--- src/rtl/mips_ctrl_pkg.sv ---
// Shared types and encodings for the multi-cycle MIPS control unit.
// Build option: define JAL_EN to include the jal instruction and its JAL state.
package mips_ctrl_pkg;

    typedef enum logic [3:0] {
        S_FETCH    = 4'd0,
        S_DECODE   = 4'd1,
        S_MEM_ADDR = 4'd2,
        S_MEM_RD   = 4'd3,
        S_MEM_WB   = 4'd4,
        S_MEM_WR   = 4'd5,
        S_R_EXEC   = 4'd6,
        S_R_WB     = 4'd7,
        S_I_EXEC   = 4'd8,
        S_I_WB     = 4'd9,
        S_BRANCH   = 4'd10,
        S_JUMP     = 4'd11
`ifdef JAL_EN
        , S_JAL    = 4'd12
`endif
    } state_t;

`ifdef JAL_EN
    localparam logic JAL_BUILT = 1'b1;
`else
    localparam logic JAL_BUILT = 1'b0;
`endif

    localparam logic [5:0] OP_RTYPE = 6'b000000;
    localparam logic [5:0] OP_LW    = 6'b100011;
    localparam logic [5:0] OP_SW    = 6'b101011;
    localparam logic [5:0] OP_ADDI  = 6'b001000;
    localparam logic [5:0] OP_ANDI  = 6'b001100;
    localparam logic [5:0] OP_ORI   = 6'b001101;
    localparam logic [5:0] OP_BEQ   = 6'b000100;
    localparam logic [5:0] OP_BNE   = 6'b000101;
    localparam logic [5:0] OP_J     = 6'b000010;
    localparam logic [5:0] OP_JAL   = 6'b000011;

    localparam logic [2:0] ALU_ADD   = 3'b000;
    localparam logic [2:0] ALU_SUB   = 3'b001;
    localparam logic [2:0] ALU_FUNCT = 3'b010;
    localparam logic [2:0] ALU_AND   = 3'b011;
    localparam logic [2:0] ALU_OR    = 3'b100;

    localparam logic [1:0] SRCB_B      = 2'b00;
    localparam logic [1:0] SRCB_FOUR   = 2'b01;
    localparam logic [1:0] SRCB_IMM    = 2'b10;
    localparam logic [1:0] SRCB_IMM_SH = 2'b11;

    localparam logic [1:0] RDST_RT = 2'b00;
    localparam logic [1:0] RDST_RD = 2'b01;
    localparam logic [1:0] RDST_RA = 2'b10;

    localparam logic [1:0] M2R_ALUOUT = 2'b00;
    localparam logic [1:0] M2R_MDR    = 2'b01;
    localparam logic [1:0] M2R_PC     = 2'b10;

    localparam logic [1:0] PCSRC_ALU    = 2'b00;
    localparam logic [1:0] PCSRC_ALUOUT = 2'b01;
    localparam logic [1:0] PCSRC_JUMP   = 2'b10;

    typedef struct packed {
        logic is_mem;
        logic is_load;
        logic is_rtype;
        logic is_imm;
        logic is_branch;
        logic is_bne;
        logic is_j;
        logic is_jal;
        logic is_illegal;
    } op_class_t;

endpackage

--- src/rtl/multicycle_control_fsm_classifier.sv ---
// Combinational opcode classifier feeding the control FSM dispatch.
// jal is always recognised here; whether it is legal depends on JAL_EN in the FSM.
module opcode_classifier
    import mips_ctrl_pkg::*;
(
    input  logic [5:0] i_opcode,
    output op_class_t  o_class
);

    // Map each opcode onto its instruction class
    always_comb begin
        o_class = '0;
        case (i_opcode)
            OP_LW:    begin o_class.is_mem = 1'b1; o_class.is_load = 1'b1; end
            OP_SW:    o_class.is_mem    = 1'b1;
            OP_RTYPE: o_class.is_rtype  = 1'b1;
            OP_ADDI,
            OP_ANDI,
            OP_ORI:   o_class.is_imm    = 1'b1;
            OP_BEQ:   o_class.is_branch = 1'b1;
            OP_BNE:   begin o_class.is_branch = 1'b1; o_class.is_bne = 1'b1; end
            OP_J:     o_class.is_j      = 1'b1;
            OP_JAL:   o_class.is_jal    = 1'b1;
            default:  o_class.is_illegal = 1'b1;
        endcase
    end

endmodule

--- src/rtl/multicycle_control_fsm.sv ---
// Multi-cycle MIPS control unit: Moore FSM driving the shared datapath controls.
// Build option: JAL_EN adds the JAL state; without it opcode 000011 is illegal.
module multicycle_control_fsm
    import mips_ctrl_pkg::*;
(
    input  logic       clk,
    input  logic       reset,
    input  logic [5:0] opcode,
    input  logic       alu_zero,
    input  logic       mem_ready,
    output logic       pc_write,
    output logic       i_or_d,
    output logic       mem_read,
    output logic       mem_write,
    output logic       ir_write,
    output logic [1:0] reg_dst,
    output logic [1:0] mem_to_reg,
    output logic       reg_write,
    output logic       alu_src_a,
    output logic [1:0] alu_src_b,
    output logic       imm_zext,
    output logic [2:0] alu_op,
    output logic [1:0] pc_source,
    output logic       instr_done,
    output logic       illegal_op,
    output logic [3:0] state
);

    state_t     r_state;
    state_t     w_next;
    logic       r_illegal;
    op_class_t  w_class;
    logic       w_reject;

    logic       w_pc_write, w_i_or_d, w_mem_read, w_mem_write, w_ir_write;
    logic [1:0] w_reg_dst, w_mem_to_reg, w_alu_src_b, w_pc_source;
    logic       w_reg_write, w_alu_src_a, w_imm_zext, w_instr_done;
    logic [2:0] w_alu_op;

    opcode_classifier u_classifier (
        .i_opcode (opcode),
        .o_class  (w_class)
    );

    assign w_reject = w_class.is_illegal | (w_class.is_jal & ~JAL_BUILT);

    // State register
    always_ff @(posedge clk) begin
        if (reset) begin
            r_state <= S_FETCH;
        end else begin
            r_state <= w_next;
        end
    end

    // Sticky undecodable-opcode flag, cleared only by reset
    always_ff @(posedge clk) begin
        if (reset) begin
            r_illegal <= 1'b0;
        end else if (r_state == S_DECODE && w_reject) begin
            r_illegal <= 1'b1;
        end else begin
            r_illegal <= r_illegal;
        end
    end

    // Next-state and datapath control decode
    always_comb begin
        w_next       = r_state;
        w_pc_write   = 1'b0;
        w_i_or_d     = 1'b0;
        w_mem_read   = 1'b0;
        w_mem_write  = 1'b0;
        w_ir_write   = 1'b0;
        w_reg_dst    = RDST_RT;
        w_mem_to_reg = M2R_ALUOUT;
        w_reg_write  = 1'b0;
        w_alu_src_a  = 1'b0;
        w_alu_src_b  = SRCB_B;
        w_imm_zext   = 1'b0;
        w_alu_op     = ALU_ADD;
        w_pc_source  = PCSRC_ALU;
        w_instr_done = 1'b0;
        case (r_state)
            S_FETCH: begin
                w_mem_read  = 1'b1;
                w_alu_src_b = SRCB_FOUR;
                if (mem_ready) begin
                    w_ir_write = 1'b1;
                    w_pc_write = 1'b1;
                    w_next     = S_DECODE;
                end else begin
                    w_next = S_FETCH;
                end
            end
            S_DECODE: begin
                // ALU adds the shifted immediate to PC+4 here for a possible branch
                w_alu_src_b = SRCB_IMM_SH;
                if (w_reject) begin
                    w_instr_done = 1'b1;
                    w_next       = S_FETCH;
                end else if (w_class.is_mem) begin
                    w_next = S_MEM_ADDR;
                end else if (w_class.is_rtype) begin
                    w_next = S_R_EXEC;
                end else if (w_class.is_imm) begin
                    w_next = S_I_EXEC;
                end else if (w_class.is_branch) begin
                    w_next = S_BRANCH;
                end else if (w_class.is_j) begin
                    w_next = S_JUMP;
                end else begin
`ifdef JAL_EN
                    w_next = S_JAL;
`else
                    w_next = S_FETCH;
`endif
                end
            end
            S_MEM_ADDR: begin
                w_alu_src_a = 1'b1;
                w_alu_src_b = SRCB_IMM;
                if (w_class.is_load) begin
                    w_next = S_MEM_RD;
                end else begin
                    w_next = S_MEM_WR;
                end
            end
            S_MEM_RD: begin
                w_i_or_d   = 1'b1;
                w_mem_read = 1'b1;
                if (mem_ready) begin
                    w_next = S_MEM_WB;
                end else begin
                    w_next = S_MEM_RD;
                end
            end
            S_MEM_WB: begin
                w_reg_write  = 1'b1;
                w_mem_to_reg = M2R_MDR;
                w_instr_done = 1'b1;
                w_next       = S_FETCH;
            end
            S_MEM_WR: begin
                w_i_or_d    = 1'b1;
                w_mem_write = 1'b1;
                if (mem_ready) begin
                    w_instr_done = 1'b1;
                    w_next       = S_FETCH;
                end else begin
                    w_next = S_MEM_WR;
                end
            end
            S_R_EXEC: begin
                w_alu_src_a = 1'b1;
                w_alu_op    = ALU_FUNCT;
                w_next      = S_R_WB;
            end
            S_R_WB: begin
                w_reg_write  = 1'b1;
                w_reg_dst    = RDST_RD;
                w_instr_done = 1'b1;
                w_next       = S_FETCH;
            end
            S_I_EXEC: begin
                w_alu_src_a = 1'b1;
                w_alu_src_b = SRCB_IMM;
                if (opcode == OP_ANDI) begin
                    w_alu_op   = ALU_AND;
                    w_imm_zext = 1'b1;
                end else if (opcode == OP_ORI) begin
                    w_alu_op   = ALU_OR;
                    w_imm_zext = 1'b1;
                end else begin
                    w_alu_op = ALU_ADD;
                end
                w_next = S_I_WB;
            end
            S_I_WB: begin
                w_reg_write  = 1'b1;
                w_instr_done = 1'b1;
                w_next       = S_FETCH;
            end
            S_BRANCH: begin
                w_alu_src_a  = 1'b1;
                w_alu_op     = ALU_SUB;
                w_pc_source  = PCSRC_ALUOUT;
                w_pc_write   = w_class.is_bne ? ~alu_zero : alu_zero;
                w_instr_done = 1'b1;
                w_next       = S_FETCH;
            end
            S_JUMP: begin
                w_pc_write   = 1'b1;
                w_pc_source  = PCSRC_JUMP;
                w_instr_done = 1'b1;
                w_next       = S_FETCH;
            end
`ifdef JAL_EN
            S_JAL: begin
                w_pc_write   = 1'b1;
                w_pc_source  = PCSRC_JUMP;
                w_reg_write  = 1'b1;
                w_reg_dst    = RDST_RA;
                w_mem_to_reg = M2R_PC;
                w_instr_done = 1'b1;
                w_next       = S_FETCH;
            end
`endif
            default: begin
                w_next = S_FETCH;
            end
        endcase
    end

    // Reset masks the outputs immediately so an abort drops strobes in the same cycle
    assign pc_write   = w_pc_write   & ~reset;
    assign i_or_d     = w_i_or_d     & ~reset;
    assign mem_read   = w_mem_read   & ~reset;
    assign mem_write  = w_mem_write  & ~reset;
    assign ir_write   = w_ir_write   & ~reset;
    assign reg_dst    = reset ? 2'b00 : w_reg_dst;
    assign mem_to_reg = reset ? 2'b00 : w_mem_to_reg;
    assign reg_write  = w_reg_write  & ~reset;
    assign alu_src_a  = w_alu_src_a  & ~reset;
    assign alu_src_b  = reset ? 2'b00 : w_alu_src_b;
    assign imm_zext   = w_imm_zext   & ~reset;
    assign alu_op     = reset ? 3'b000 : w_alu_op;
    assign pc_source  = reset ? 2'b00 : w_pc_source;
    assign instr_done = w_instr_done & ~reset;
    assign illegal_op = r_illegal    & ~reset;
    assign state      = reset ? 4'd0 : r_state;

endmodule

--- config.mk ---
export PLATFORM = sky130hd
export DESIGN_NAME = multicycle_control_fsm
export DESIGN_NICKNAME = d
export VERILOG_FILES = /design/src/rtl/mips_ctrl_pkg.sv /design/src/rtl/multicycle_control_fsm_classifier.sv /design/src/rtl/multicycle_control_fsm.sv
export SDC_FILE = /design/constraint.sdc
export NUM_CORES = 1
export LEC_CHECK = 0
export CAP_MARGIN = 20
export CORE_MARGIN = 2
export CORE_UTILIZATION = 44
export CTS_CLUSTER_SIZE = 16
export DETAILED_ROUTE_END_ITERATION = 8
export MAX_ROUTING_LAYER = met4
export PLACE_DENSITY_LB_ADDON = 0.1
export SLEW_MARGIN = 20
export SYNTH_ARGS = -nofsm -noshare
export SYNTH_HDL_FRONTEND = slang
export SYNTH_HIERARCHICAL = 1
export SYNTH_SLANG_ARGS = --single-unit
--- constraint.sdc ---
create_clock -name clk -period 4.3 [get_ports clk]
set_input_delay 0.86 -clock clk [delete_from_list [all_inputs] [get_ports clk]]
set_output_delay 0.86 -clock clk [all_outputs]
set_load 0.005 [all_outputs]
# == Word-level counts from Yosys, hierarchy flattened ==
# Index checks and enable logic that the tools add are counted.
# totals
register_bits,5
wordCells,95
output_inout_bits,25
input_bits,10
# op_classes
n_reduce_logical,13
bitwise,13
eq_ne,20
n_mux,47
# ops
operator,n
2-to-1 mux 4 bit,7
one-hot mux 4 bit (7 select lines),1
2-to-1 mux 1 bit,24
equality test 6 x 4 -> 1 bit (second input constant),3
2-to-1 mux 3 bit,6
equality test 4 x 3 -> 1 bit (second input constant),4
equality test 4 bit (second input constant),4
equality test 6 x 2 -> 1 bit (second input constant),2
equality test 6 x 3 -> 1 bit (second input constant),2
equality test 6 bit (second input constant),2
bitwise AND 1 bit,10
OR reduction 10 bit,1
OR reduction 2 bit,5
one-hot mux 3 bit (3 select lines),1
equality test 4 x 2 -> 1 bit (second input constant),2
2-to-1 mux 2 bit,4
zero test 6 bit,1
one-hot mux 1 bit (3 select lines),2
one-hot mux 2 bit (3 select lines),1
OR reduction 3 bit,2
OR reduction 5 bit,1
equality test 4 x 1 -> 1 bit (second input constant),1
zero test 4 bit,1
one-hot mux 2 bit (2 select lines),1
other kinds (4),5

# == Logic depth before layout (Yosys ltp) ==
# depth
ltp_word,9
ltp_mapped,7
mapped_depth_nobuf,7

# == Cells and area by module ==
# The synthesis kept the hierarchy.
# modules_own_cells
module,cells_each,seq_area_each_um2,n_inst,area_each_um2
multicycle_control_fsm,97,100.1,1,643.1
opcode_classifier,21,0.0,1,118.9

# == Least setup slack after synthesis ==
# OpenSTA, ideal clock, no wires.
# synth_path
path_type,input-to-output
from,input opcode[0]
to,output instr_done
path_slack_ps,1589
t_arrival_ps,1851
path_stages,6
required_time_ps,3440
n_path_buf,0
path_cell_list,nor2b_1 nor4_1 a31oi_1 nor2_1 or4_4 a31oi_1
# synth_rtl
element,line,source
start: declaration,multicycle_control_fsm.sv:8,"input logic [5:0] opcode,"
end: declaration,multicycle_control_fsm.sv:24,"output logic instr_done,"

==> results.txt <==
----------------------------------------------------
[Detailed routing]
  1st-pass router iterations ... 4
  DRC Markers ... 0
  DRC violation total after the first TritonRoute iteration ... 22
  Detailed Route WL ... 2120 um
  Routed via count divided by cell count ... around 5.8
  Count of nets left with antenna violations after detail routing ... 0
  Detailed-route via count ... 944
  Wirelength per Cell ... 12.9 um

[Clock network]
  Clock root buffer master ... sky130_fd_sc_hd__clkbuf_4
  CTS H-tree depth ... 1
  Total CTS buffers ... 3
  Number of buffers on the longest clock path ... 2
  Count of instances resized after the clock tree is built ... 0
  Clock Sinks ... 5
  Clock latency reported for the late side of the worst-skew pair ... between 200 and 250 ps
  Count of buffers added by post-CTS timing repair for setup ... 0
  Number of hold buffers added after CTS ... 0
  CTS tree ... built
  Clock slew at reported path FFs ... approximately 50 ps

[Timing]
  Setup violations, final ... 0
  Setup clock skew after layout ... 7.45 ps
  Number of hold violations in the final report ... 0
  Final slew viol count ... 0
  Setup repair after global routing missed its margin ... false
  Relative slew slack ... 62.1%
  Post-layout minimum cycle time ... 3950 ps
  Total negative setup slack ... 0 ps
  Final Cycle Share ... between 90% and 100%
  Fmax ... ~250 MHz
  Least-Margin Pin Slew ... 567 ps

[Worst setup path]
  R2r worst-path depth ... 3
  Endpoint kind of the worst setup timing path ... output pin
  Startpoint type of the worst setup path ... primary input
  Data arrival time at the worst-slack endpoint ... around 3100 ps
  Maximum net fanout on the critical path ... 9
  Startpoint of the worst register-to-register path ... r_state[0]$_SDFF_PP0_
  Critical path class ... primary input to output pin
  Data required time of the worst path ... 3440 ps
  Reg-to-reg setup timing slack ... 2630 ps
  Terminus of the critical flop-to-flop path ... r_illegal$_SDFFE_PP0N_

[Place]
  Detail Placement HPWL ... 1630 um
  Last weighted congestion value of the routability-driven placer ... 0.828
  Quantity of I/O buffers inserted on ports ... 32

[Die]
  Placeable core area ... 1670 sq um
  I/O Pins ... 35
  Row count ... 15
  Die extent in x ... 45.6 um
  Chip height ... 45.6 um
  Starting density of the core ... 45.6%
  Total Die Area ... between 2000 and 2500 sq um

[Logic synthesis]
  Synth Area per Inst ... approximately 6.5 sq um
  Register area share after synthesis ... 13.1%
  Number of enable-type register cells in the synthesized netlist ... 0
  Yosys Warn Count ... 6
  Share of Yosys cell area claimed by the top area cell type ... around an eighth
  Post-synthesis cell type count ... between 40 and 50
  Top cell type by total area after synthesis ... sky130_fd_sc_hd__dfxtp_1
  Dominant cells by area after synthesis ... sky130_fd_sc_hd__dfxtp_1 13%, sky130_fd_sc_hd__nor2_1 9.4%, sky130_fd_sc_hd__a21oi_1 5.3%
  Post-synthesis instance area ... about 760 sq um
  Top flip-flop cell by instance count after synthesis ... sky130_fd_sc_hd__dfxtp_1
  Instance count of the mapped netlist ... approximately 120
  Register bit count reported by yosys ... 5
  Fraction of synthesis flops using an asynchronous set or reset pin ... 0%

[Min path]
  Worst hold path cell count ... 2
  Type of the worst min-delay path ... register to register
  Hold_sp ... r_illegal$_SDFFE_PP0N_
  Destination of the worst hold path ... r_illegal$_SDFFE_PP0N_

[Global routing]
  Initial antenna violation count ... 0
  Global-route congestion overflow total ... 0
  Largest net degree at the start of global routing ... 18
  Global-route wire length before repair ... roughly 3500 um
  Global Route Usage Sum ... 23.0%
  Via count of the first global-routing pass ... 796

[Final layout]
  Layout net count ... 158
  Area overhead of the layout relative to synthesis ... 43.2%
  Layout cell share with drive strength beyond 1 ... 6.80%
  Count of inserted antenna diode cells ... 0

[Power]
  Max rail drop VDD ... 0.159 mV
  Pwr Total ... about 0.00015 W
  Leak ... 0.372 nW
  Power density of the placed cells ... 137 nW/um^2

[Run status]
  Status ... finished, final reports clean

[Job]
  Max Cap Violations ... 0

----------------------------------------------------
-- layout by cell type, fill, tap and decap left out, types with 2 or more instances in the layout --
| cell | n |
|---|---|
| sky130_fd_sc_hd__a21oi_1 | 8 |
| sky130_fd_sc_hd__a31oi_1 | 2 |
| sky130_fd_sc_hd__and2_1 | 3 |
| sky130_fd_sc_hd__and3_1 | 3 |
| sky130_fd_sc_hd__clkbuf_4 | 3 |
| sky130_fd_sc_hd__clkdlybuf4s50_1 | 32 |
| sky130_fd_sc_hd__conb_1 | 2 |
| sky130_fd_sc_hd__dfxtp_1 | 5 |
| sky130_fd_sc_hd__inv_1 | 3 |
| sky130_fd_sc_hd__nand2_1 | 7 |
| sky130_fd_sc_hd__nand2b_1 | 6 |
| sky130_fd_sc_hd__nand3_1 | 2 |
| sky130_fd_sc_hd__nand3b_1 | 2 |
| sky130_fd_sc_hd__nor2_1 | 19 |
| sky130_fd_sc_hd__nor2b_1 | 6 |
| sky130_fd_sc_hd__nor3_1 | 7 |
| sky130_fd_sc_hd__nor4_1 | 4 |
| sky130_fd_sc_hd__o21ai_0 | 7 |
| sky130_fd_sc_hd__o21bai_1 | 2 |
| sky130_fd_sc_hd__xor2_1 | 2 |
-- worst max path at each step --
stage                         start          to  slack (ps)  depth (start not counted)
after floorplan           opcode[0]  instr_done        1590                          6
after global placement    opcode[0]  instr_done         390                          8
after detailed placement  opcode[0]  instr_done         350                          8
after CTS                 opcode[0]  instr_done         350                          8
after global routing      opcode[0]  instr_done         240                          8
final                     opcode[0]  instr_done         350                          8
-- logic make-up (layout without fill, tap and decap cells) --
group / Yosys count / count (layout) / share of synthesized area (%)
xor gates and xnor gates: 2 / 2 / 2.30
DFF: 5 / 5 / 13.1
and+or+nand+nor: 70 / 70 / 53.7
AOI/OAI and AO/OA: 27 / 27 / 21.8
buffers and inverters: 13 / 41 / 8.54
other: 1 / 2 / 0.492
-- critical path, stage by stage --
cell and delay (ps):
sky130_fd_sc_hd__clkdlybuf4s50_1 620, sky130_fd_sc_hd__nor2b_1 220, sky130_fd_sc_hd__nor4_1 70, sky130_fd_sc_hd__a31oi_1 140, sky130_fd_sc_hd__nor2_1 80, sky130_fd_sc_hd__or4_4 420
sky130_fd_sc_hd__a31oi_1 170, sky130_fd_sc_hd__clkdlybuf4s50_1 520
-- sequential cells by signal, indices dropped and copies added, names as in the netlist --
signal / count
r_illegal: 1
r_state: 4
-- cells in the mapped netlist (all sizes together) (2+ instances only) --
cell type and number:
a21oi 8, a31oi 2, and2 3, and3 3
buf 5, clkbuf 4, dfxtp 5, inv 4
nand2 7, nand2b 6, nand3 2, nand3b 2
nor2 19, nor2b 6, nor3 8, nor4 4
nor4b 2, o21ai 7, o21bai 2, or3 2
xor2 2
-- stage by stage --
step           setup slack [ps]  cell area (sq um)  hold slack, ps  std cells  utilization (%)
2_1_floorplan              1590                766             432        119                -
3_3_place_gp                395               1060             448        160             63.7
3_5_place_dp                346               1060             462        160             63.7
4_1_cts                     345               1090             469        164             65.3
5_1_grt                     244               1090             483        164             65.3
6_report                    353               1090             474        164             65.3
-- layout make-up --
type,instances,area [sq um]
well taps,17,21.3
multi-input cells,101,601
flip-flops and latches,5,100
fillers,157,579
clock buffers,4,26.3
inverters,4,15.0
repair buffers,33,328
-- metal layers --
metal / wire length [um] / part of all wire, % / global-route usage [%] / vias to the layer above
met5: 0 / 0 / - / -
li1: - / - / - / 480
met2: 1020 / 48 / 35.8 / 29
met4: 0 / 0 / 1.76 / 0
met3: 111 / 5.2 / 6.35 / 0
met1: 991 / 47 / 30.9 / 435
-- report_power, final --
part / total [W] / internal, W / switching (W)
clock network: 0.0000537 / 0.0000350 / 0.0000186
registers: 0.0000504 / 0.0000479 / 0.00000248
logic: 0.0000455 / 0.0000239 / 0.0000216
No activity file was read; power rests on OpenSTA's default activity.
